$ cat src/rtl/wm8731_pkg.sv
// Shared definitions for the WM8731 power-up configuration sequencer:
// codec register map, default register contents and FSM state encoding.
package wm8731_pkg;

    localparam logic [6:0] R0_LLINE  = 7'h00;
    localparam logic [6:0] R1_RLINE  = 7'h01;
    localparam logic [6:0] R2_LHP    = 7'h02;
    localparam logic [6:0] R3_RHP    = 7'h03;
    localparam logic [6:0] R4_APATH  = 7'h04;
    localparam logic [6:0] R5_DPATH  = 7'h05;
    localparam logic [6:0] R6_PWR    = 7'h06;
    localparam logic [6:0] R7_IFACE  = 7'h07;
    localparam logic [6:0] R8_SAMPLE = 7'h08;
    localparam logic [6:0] R9_ACTIVE = 7'h09;
    localparam logic [6:0] R15_RESET = 7'h0F;

    // Line-in and headphone writes set the "both channels" bit, so R1 is not needed.
    localparam logic [8:0] D_RESET  = 9'h000;
    localparam logic [8:0] D_LLINE  = 9'h117;
    localparam logic [8:0] D_RLINE  = 9'h017;
    localparam logic [8:0] D_LHP    = 9'h179;
    localparam logic [8:0] D_RHP    = 9'h079;
    localparam logic [8:0] D_APATH  = 9'h012;
    localparam logic [8:0] D_DPATH  = 9'h000;
    localparam logic [8:0] D_PWR    = 9'h000;
    localparam logic [8:0] D_IFACE  = 9'h002;
    localparam logic [8:0] D_SAMPLE = 9'h000;
    localparam logic [8:0] D_ACTIVE = 9'h001;

    typedef enum logic [2:0] {
        S_PWR   = 3'd0,
        S_LOAD  = 3'd1,
        S_REQ   = 3'd2,
        S_BUSY  = 3'd3,
        S_CHECK = 3'd4,
        S_GAP   = 3'd5,
        S_DONE  = 3'd6,
        S_ERR   = 3'd7
    } cfg_state_e;

endpackage

$ cat src/rtl/wm8731_cfg_rom.sv
// Fixed WM8731 configuration table: entry index in, register address and
// 9-bit data out. Reset comes first and activation last.
module wm8731_cfg_rom
    import wm8731_pkg::*;
(
    input  logic [4:0] index,
    output logic [6:0] reg_addr,
    output logic [8:0] reg_data
);

    // Table lookup; indices past the table fall back to a harmless reset write.
    always_comb begin
        reg_addr = R15_RESET;
        reg_data = D_RESET;
        case (index)
            5'd0: begin reg_addr = R15_RESET; reg_data = D_RESET;  end
            5'd1: begin reg_addr = R0_LLINE;  reg_data = D_LLINE;  end
            5'd2: begin reg_addr = R2_LHP;    reg_data = D_LHP;    end
            5'd3: begin reg_addr = R3_RHP;    reg_data = D_RHP;    end
            5'd4: begin reg_addr = R4_APATH;  reg_data = D_APATH;  end
            5'd5: begin reg_addr = R5_DPATH;  reg_data = D_DPATH;  end
            5'd6: begin reg_addr = R6_PWR;    reg_data = D_PWR;    end
            5'd7: begin reg_addr = R7_IFACE;  reg_data = D_IFACE;  end
            5'd8: begin reg_addr = R8_SAMPLE; reg_data = D_SAMPLE; end
            5'd9: begin reg_addr = R9_ACTIVE; reg_data = D_ACTIVE; end
            default: begin
                reg_addr = R15_RESET;
                reg_data = D_RESET;
            end
        endcase
    end

endmodule

$ cat src/rtl/wm8731_cfg_ctrl.sv
// WM8731 power-up configuration sequencer: walks the register table, drives
// one IIC write per entry, retries NACKed writes and reports done or error.
module wm8731_cfg_ctrl
    import wm8731_pkg::*;
#(
    parameter logic [7:0] DEV_ADDR  = 8'h34,
    parameter int         REG_NUM   = 10,
    parameter int         PWR_DLY   = 1_000_000,
    parameter int         GAP_DLY   = 500,
    parameter int         MAX_RETRY = 3,
    parameter int         TIMEOUT   = 20_000
) (
    input  logic        clk_in,
    input  logic        rst_n,
    input  logic        cfg_start,
    input  logic        iic_idle,
    input  logic        iic_ack_n,
    output logic [23:0] iic_data,
    output logic        iic_start,
    output logic        cfg_busy,
    output logic        cfg_done,
    output logic        cfg_err,
    output logic [4:0]  cfg_index
);

    localparam int DLY_MAX = (PWR_DLY > GAP_DLY) ? PWR_DLY : GAP_DLY;
    localparam int DLY_W   = $clog2(DLY_MAX + 1);
    localparam int TO_W    = $clog2(TIMEOUT + 1);
    localparam int RTY_W   = (MAX_RETRY > 0) ? $clog2(MAX_RETRY + 1) : 1;

    localparam logic [DLY_W-1:0] PWR_LAST = DLY_W'(PWR_DLY - 1);
    localparam logic [DLY_W-1:0] GAP_LAST = DLY_W'(GAP_DLY - 1);
    localparam logic [TO_W-1:0]  TO_LAST  = TO_W'(TIMEOUT - 1);
    localparam logic [RTY_W-1:0] RTY_MAX  = RTY_W'(MAX_RETRY);
    localparam logic [4:0]       IDX_LAST = 5'(REG_NUM - 1);

    cfg_state_e       state_q, state_d;
    logic [DLY_W-1:0] dly_cnt_q, dly_cnt_d;
    logic [TO_W-1:0]  to_cnt_q, to_cnt_d;
    logic [RTY_W-1:0] retry_q, retry_d;
    logic [4:0]       index_q, index_d;
    logic [23:0]      iic_data_q, iic_data_d;
    logic             iic_start_q, iic_start_d;
    logic             cfg_busy_q, cfg_busy_d;
    logic             cfg_done_q, cfg_done_d;
    logic             cfg_err_q, cfg_err_d;
    logic [6:0]       rom_addr_s;
    logic [8:0]       rom_data_s;

    wm8731_cfg_rom u_rom (
        .index    (index_q),
        .reg_addr (rom_addr_s),
        .reg_data (rom_data_s)
    );

    // Next-state logic; counters rest at zero outside the states that use them.
    always_comb begin
        state_d    = state_q;
        dly_cnt_d  = '0;
        to_cnt_d   = '0;
        retry_d    = retry_q;
        index_d    = index_q;
        iic_data_d = iic_data_q;
        case (state_q)
            S_PWR: begin
                if (dly_cnt_q == PWR_LAST) begin
                    state_d = S_LOAD;
                    index_d = 5'd0;
                    retry_d = '0;
                end else begin
                    dly_cnt_d = dly_cnt_q + DLY_W'(1);
                end
            end
            S_LOAD: begin
                iic_data_d = {DEV_ADDR, rom_addr_s, rom_data_s};
                if (iic_idle) begin
                    state_d = S_REQ;
                end else begin
                    state_d = S_LOAD;
                end
            end
            S_REQ: begin
                if (to_cnt_q == TO_LAST) begin
                    state_d = S_ERR;
                end else begin
                    to_cnt_d = to_cnt_q + TO_W'(1);
                    if (!iic_idle) begin
                        state_d = S_BUSY;
                    end else begin
                        state_d = S_REQ;
                    end
                end
            end
            S_BUSY: begin
                if (to_cnt_q == TO_LAST) begin
                    state_d = S_ERR;
                end else begin
                    to_cnt_d = to_cnt_q + TO_W'(1);
                    if (iic_idle) begin
                        state_d = S_CHECK;
                    end else begin
                        state_d = S_BUSY;
                    end
                end
            end
            S_CHECK: begin
                if (!iic_ack_n) begin
                    retry_d = '0;
                    if (index_q == IDX_LAST) begin
                        state_d = S_DONE;
                    end else begin
                        index_d = index_q + 5'd1;
                        state_d = S_GAP;
                    end
                end else if (retry_q < RTY_MAX) begin
                    retry_d = retry_q + RTY_W'(1);
                    state_d = S_GAP;
                end else begin
                    state_d = S_ERR;
                end
            end
            S_GAP: begin
                if (dly_cnt_q == GAP_LAST) begin
                    state_d = S_LOAD;
                end else begin
                    dly_cnt_d = dly_cnt_q + DLY_W'(1);
                end
            end
            S_DONE, S_ERR: begin
                if (cfg_start) begin
                    state_d = S_PWR;
                    index_d = 5'd0;
                    retry_d = '0;
                end else begin
                    state_d = state_q;
                end
            end
            default: begin
                state_d = S_PWR;
            end
        endcase
    end

    // Outputs decoded from the next state so they register in step with it.
    always_comb begin
        iic_start_d = (state_d == S_REQ);
        cfg_done_d  = (state_d == S_DONE);
        cfg_err_d   = (state_d == S_ERR);
        cfg_busy_d  = (state_d != S_DONE) && (state_d != S_ERR);
    end

    // State and output registers with synchronous active-low reset.
    always_ff @(posedge clk_in) begin
        if (!rst_n) begin
            state_q     <= S_PWR;
            dly_cnt_q   <= '0;
            to_cnt_q    <= '0;
            retry_q     <= '0;
            index_q     <= 5'd0;
            iic_data_q  <= 24'h000000;
            iic_start_q <= 1'b0;
            cfg_busy_q  <= 1'b0;
            cfg_done_q  <= 1'b0;
            cfg_err_q   <= 1'b0;
        end else begin
            state_q     <= state_d;
            dly_cnt_q   <= dly_cnt_d;
            to_cnt_q    <= to_cnt_d;
            retry_q     <= retry_d;
            index_q     <= index_d;
            iic_data_q  <= iic_data_d;
            iic_start_q <= iic_start_d;
            cfg_busy_q  <= cfg_busy_d;
            cfg_done_q  <= cfg_done_d;
            cfg_err_q   <= cfg_err_d;
        end
    end

    assign iic_data  = iic_data_q;
    assign iic_start = iic_start_q;
    assign cfg_busy  = cfg_busy_q;
    assign cfg_done  = cfg_done_q;
    assign cfg_err   = cfg_err_q;
    assign cfg_index = index_q;

endmodule

$ cat config.mk
export PLATFORM = sky130hd
export DESIGN_NAME = wm8731_cfg_ctrl
export DESIGN_NICKNAME = d
export VERILOG_FILES = /design/src/rtl/wm8731_pkg.sv /design/src/rtl/wm8731_cfg_rom.sv /design/src/rtl/wm8731_cfg_ctrl.sv
export SDC_FILE = /design/constraint.sdc
export NUM_CORES = 1
export LEC_CHECK = 0
export CORE_MARGIN = 4
export CORE_UTILIZATION = 55
export DETAILED_ROUTE_END_ITERATION = 8
export MAX_ROUTING_LAYER = met4
export PLACE_DENSITY = 0.88
export SLEW_MARGIN = 20
export SYNTH_ARGS = -nofsm -noshare
export SYNTH_HDL_FRONTEND = slang
export SYNTH_SLANG_ARGS = --single-unit
$ cat constraint.sdc
create_clock -name clk_in -period 7.1 [get_ports clk_in]
set_input_delay 2.13 -clock clk_in [delete_from_list [all_inputs] [get_ports clk_in]]
set_output_delay 2.13 -clock clk_in [all_outputs]
set_load 0.03 [all_outputs]
==> impl_metrics.env <==
export IMPL_final_cells=476
export IMPL_synth_seq_cells=70
export IMPL_design_core_area_um2=5640
export IMPL_placementRows=27
export IMPL_synth_area_mux_share_pct=0.959
export IMPL_synth_simple_area_share_pct=28.1
export IMPL_cts_htree_levels=3
export IMPL_path_clk_slew_ns=0.08
export IMPL_fin_ws_ns=2.78
export IMPL_run_status="complete, no violations"
export IMPL_reg2regPathDepth=9
export IMPL_synth_top_family_by_area="simple AND/OR/NAND/NOR gates"
export IMPL_grt_max_degree=26
export IMPL_cts_buffers=9
export IMPL_slew_viol_final=0
export IMPL_syn_area_um2=3260
export IMPL_yosysTopAreaCellShare_pct=43.0
export IMPL_io_buffers=28
export IMPL_fin_setup_tns_ns=0
export IMPL_synth_compound_area_share_pct=9.67
export IMPL_holdPathStages=1
export IMPL_async_flop_share_pct=0
export IMPL_relSlewSlack_pct=48.6
export IMPL_root_buffer="clkbuf_8"
export IMPL_ys_dominant_reg_cell="dfxtp_1"
export IMPL_post_cts_buffers=0
export IMPL_yosysWarnings=0
export IMPL_regToRegSetupSlack_ns=4.19
export IMPL_synth_xor_area_share_pct=7.79
export IMPL_drtAntennaViolNets=0
export IMPL_synth_fa_ha_area_share_pct=3.45
export IMPL_synth_yosys_seq_area_share_pct=43.0
export IMPL_cts_tree="yes"
export IMPL_hold_buffers=0
export IMPL_tightest_slew_ns=0.769
export IMPL_hold_slack_ns=0.468
export IMPL_vias=2653
export IMPL_hold_violations=0
export IMPL_avgRoutedWirePerCell_um=14.0
export IMPL_area_delta_synth_final_pct=15.6
export IMPL_grt_pass1_wl_mm=11.3
export IMPL_ios=38
export IMPL_fin_nets=413
export IMPL_synth_edf_count=0
export IMPL_routed_via_density=5.57
export IMPL_dieWidth_um=85.0
export IMPL_syn_avg_cell_area_um2=8.65
export IMPL_synth_top_area_cell="dfxtp_1"
export IMPL_drtPass1Iterations=4
export IMPL_dp_hpwl_mm=4.46
export IMPL_hp_class="flip-flop to flip-flop"
export IMPL_fin_skew_ns=0.00848
export IMPL_worstSetupEndpointType="flip-flop"
export IMPL_grt_pass1_vias=2459
export IMPL_fmax_ghz=0.231
export IMPL_dp_cells=460
export IMPL_finalSetupViolations=0
export IMPL_synth_area_top_cells="dfxtp_1 43%, nor2_1 6.3%, xor2_1 4.3%, xnor2_1 3.5%, ha_1 3.5%"
export IMPL_first_iter_violations=219
export IMPL_diodes=0
export IMPL_cts_sinks=70
export IMPL_syn_inst=377
export IMPL_ir_worst_vdd_mv=0.136
export IMPL_final_common_cell="dfxtp_1"
export IMPL_crit_arrival_ns=4.60
export IMPL_timing_rr_start="dly_cnt_q[0]"
export IMPL_ctsResizeCount=0
export IMPL_drc=0
export IMPL_final_layout_size_suffix_gt1_share_pct=7.18
export IMPL_clk_path_buf_depth=2
export IMPL_die_area_um2=7230
export IMPL_ys_types=55
export IMPL_crit_required_ns=7.38
export IMPL_clk_latency_ns=0.35
export IMPL_max_cap_violations=0
export IMPL_fin_crit_sh_pct=60.9
export IMPL_grt_util_all_layers_pct=19.9
export IMPL_pre_cts_slack_ns=2.48
export IMPL_antenna_found_initial=0
export IMPL_p_leak_uw=0.00133
export IMPL_rsz0062_at_grt="false"
export IMPL_die_h_um=85.0
export IMPL_holdPathEnd="dly_cnt_q[0]"
export IMPL_critPathKind="primary input to flip-flop"
export IMPL_routabilityCongestion=0.950
export IMPL_final_cell_mix="70 x dfxtp_1, 55 x nor2_1, 28 x clkdlybuf4s50_1, 23 x nand2_1"
export IMPL_period_minus_slack_ns=4.32
export IMPL_routed_wl_mm=6.68
export IMPL_power_density_nw_per_um2=224
export IMPL_cp_start_kind="primary input"
export IMPL_grt_overflow=0
export IMPL_initial_core_util_pct=57.8
export IMPL_crit_path_max_fanout=12
export IMPL_min_from="dly_cnt_q[0]"
-- power breakdown --
part / internal [µW] / switching, µW / total, µW / leakage, µW
combinational: 6.13 / 13.9 / 20.1 / 0.000637
clock: 278 / 151 / 429 / 0.000132
sequential: 394 / 1.68 / 396 / 0.000565
total: 678 / 167 / 845 / 0.00133
-- cell families (layout without fill, tap and decap cells) --
group           after synthesis  after routing
simple gates                176            176
mux                           3              3
buf+inv                      41             60
xor+xnor                     29             29
compound gates               48             48
fa+ha+maj                     9              9
other cells                   1              9
flops                        70             70
-- synth_stat cells, types with 2 or more instances --
library cell / number
and2_1: 5
or3_1: 4
nand2_1: 23
nor2b_1: 12
buf_4: 14
nand4_1: 9
nor4_1: 3
and4_1: 2
nor2_2: 2
nand2b_1: 2
dfxtp_1: 70
and3_1: 5
ha_1: 9
inv_1: 14
a31o_2: 2
mux2i_1: 2
clkbuf_1: 10
a21o_1: 2
xnor2_1: 13
o21ai_0: 11
a21oi_1: 16
nor3b_1: 11
a31oi_1: 2
nor3_1: 13
or4_1: 5
a211oi_1: 2
xor2_1: 16
nor2_1: 55
or2_2: 2
nand3_1: 16
-- layout make-up --
class / instances / area [µm²]
flip-flops and latches: 70 / 1400
inverters: 15 / 57.6
multi-input cells: 274 / 1660
well taps: 72 / 90.1
clock buffers: 10 / 138
fillers: 434 / 1870
clock inverters: 6 / 133
repair buffers: 29 / 288
-- routing by layer --
layer  vias to the layer above  wire length [µm]  share of wire [%]  GRT usage [%]
li1                       1314                 -                  -              -
met1                      1246              3100                 46           24.7
met2                        76              3070                 46           30.5
met3                        17               311                4.7           4.27
met4                         0               190                2.8           10.1
met5                         -                 0                  0              -
-- worst max-delay path, cell delays in order --
cell             delay [ns]
clkdlybuf4s50_1        0.53
o41a_1                 0.53
or4_1                  0.50
a21o_1                 0.23
clkinv_2               0.16
mux2_2                 0.36
o21ai_0                0.15
-- worst max path at each step --
stage	from	endpoint	depth (start not counted)	slack [ns]
6_report	iic_ack_n	flip-flop	7	2.78
5_1_grt	rst_n	flip-flop	8	2.61
4_1_cts	rst_n	flip-flop	8	2.82
3_5_place_dp	iic_ack_n	flip-flop	7	2.48
3_3_place_gp	iic_ack_n	flip-flop	7	2.58
2_1_floorplan	iic_ack_n	flip-flop	7	3.27
-- metrics by stage --
step / power, µW / instance area, µm² / util [%]
final: 845 / 3770 / 66.8
after global routing: 864 / 3770 / 66.8
after CTS: 849 / 3770 / 66.8
after detailed placement: 425 / 3500 / 62.1
after global placement: 424 / 3500 / 62.1
after floorplan: 423 / 3290 / -
Note: power is estimated with default switching activity, not from simulation.
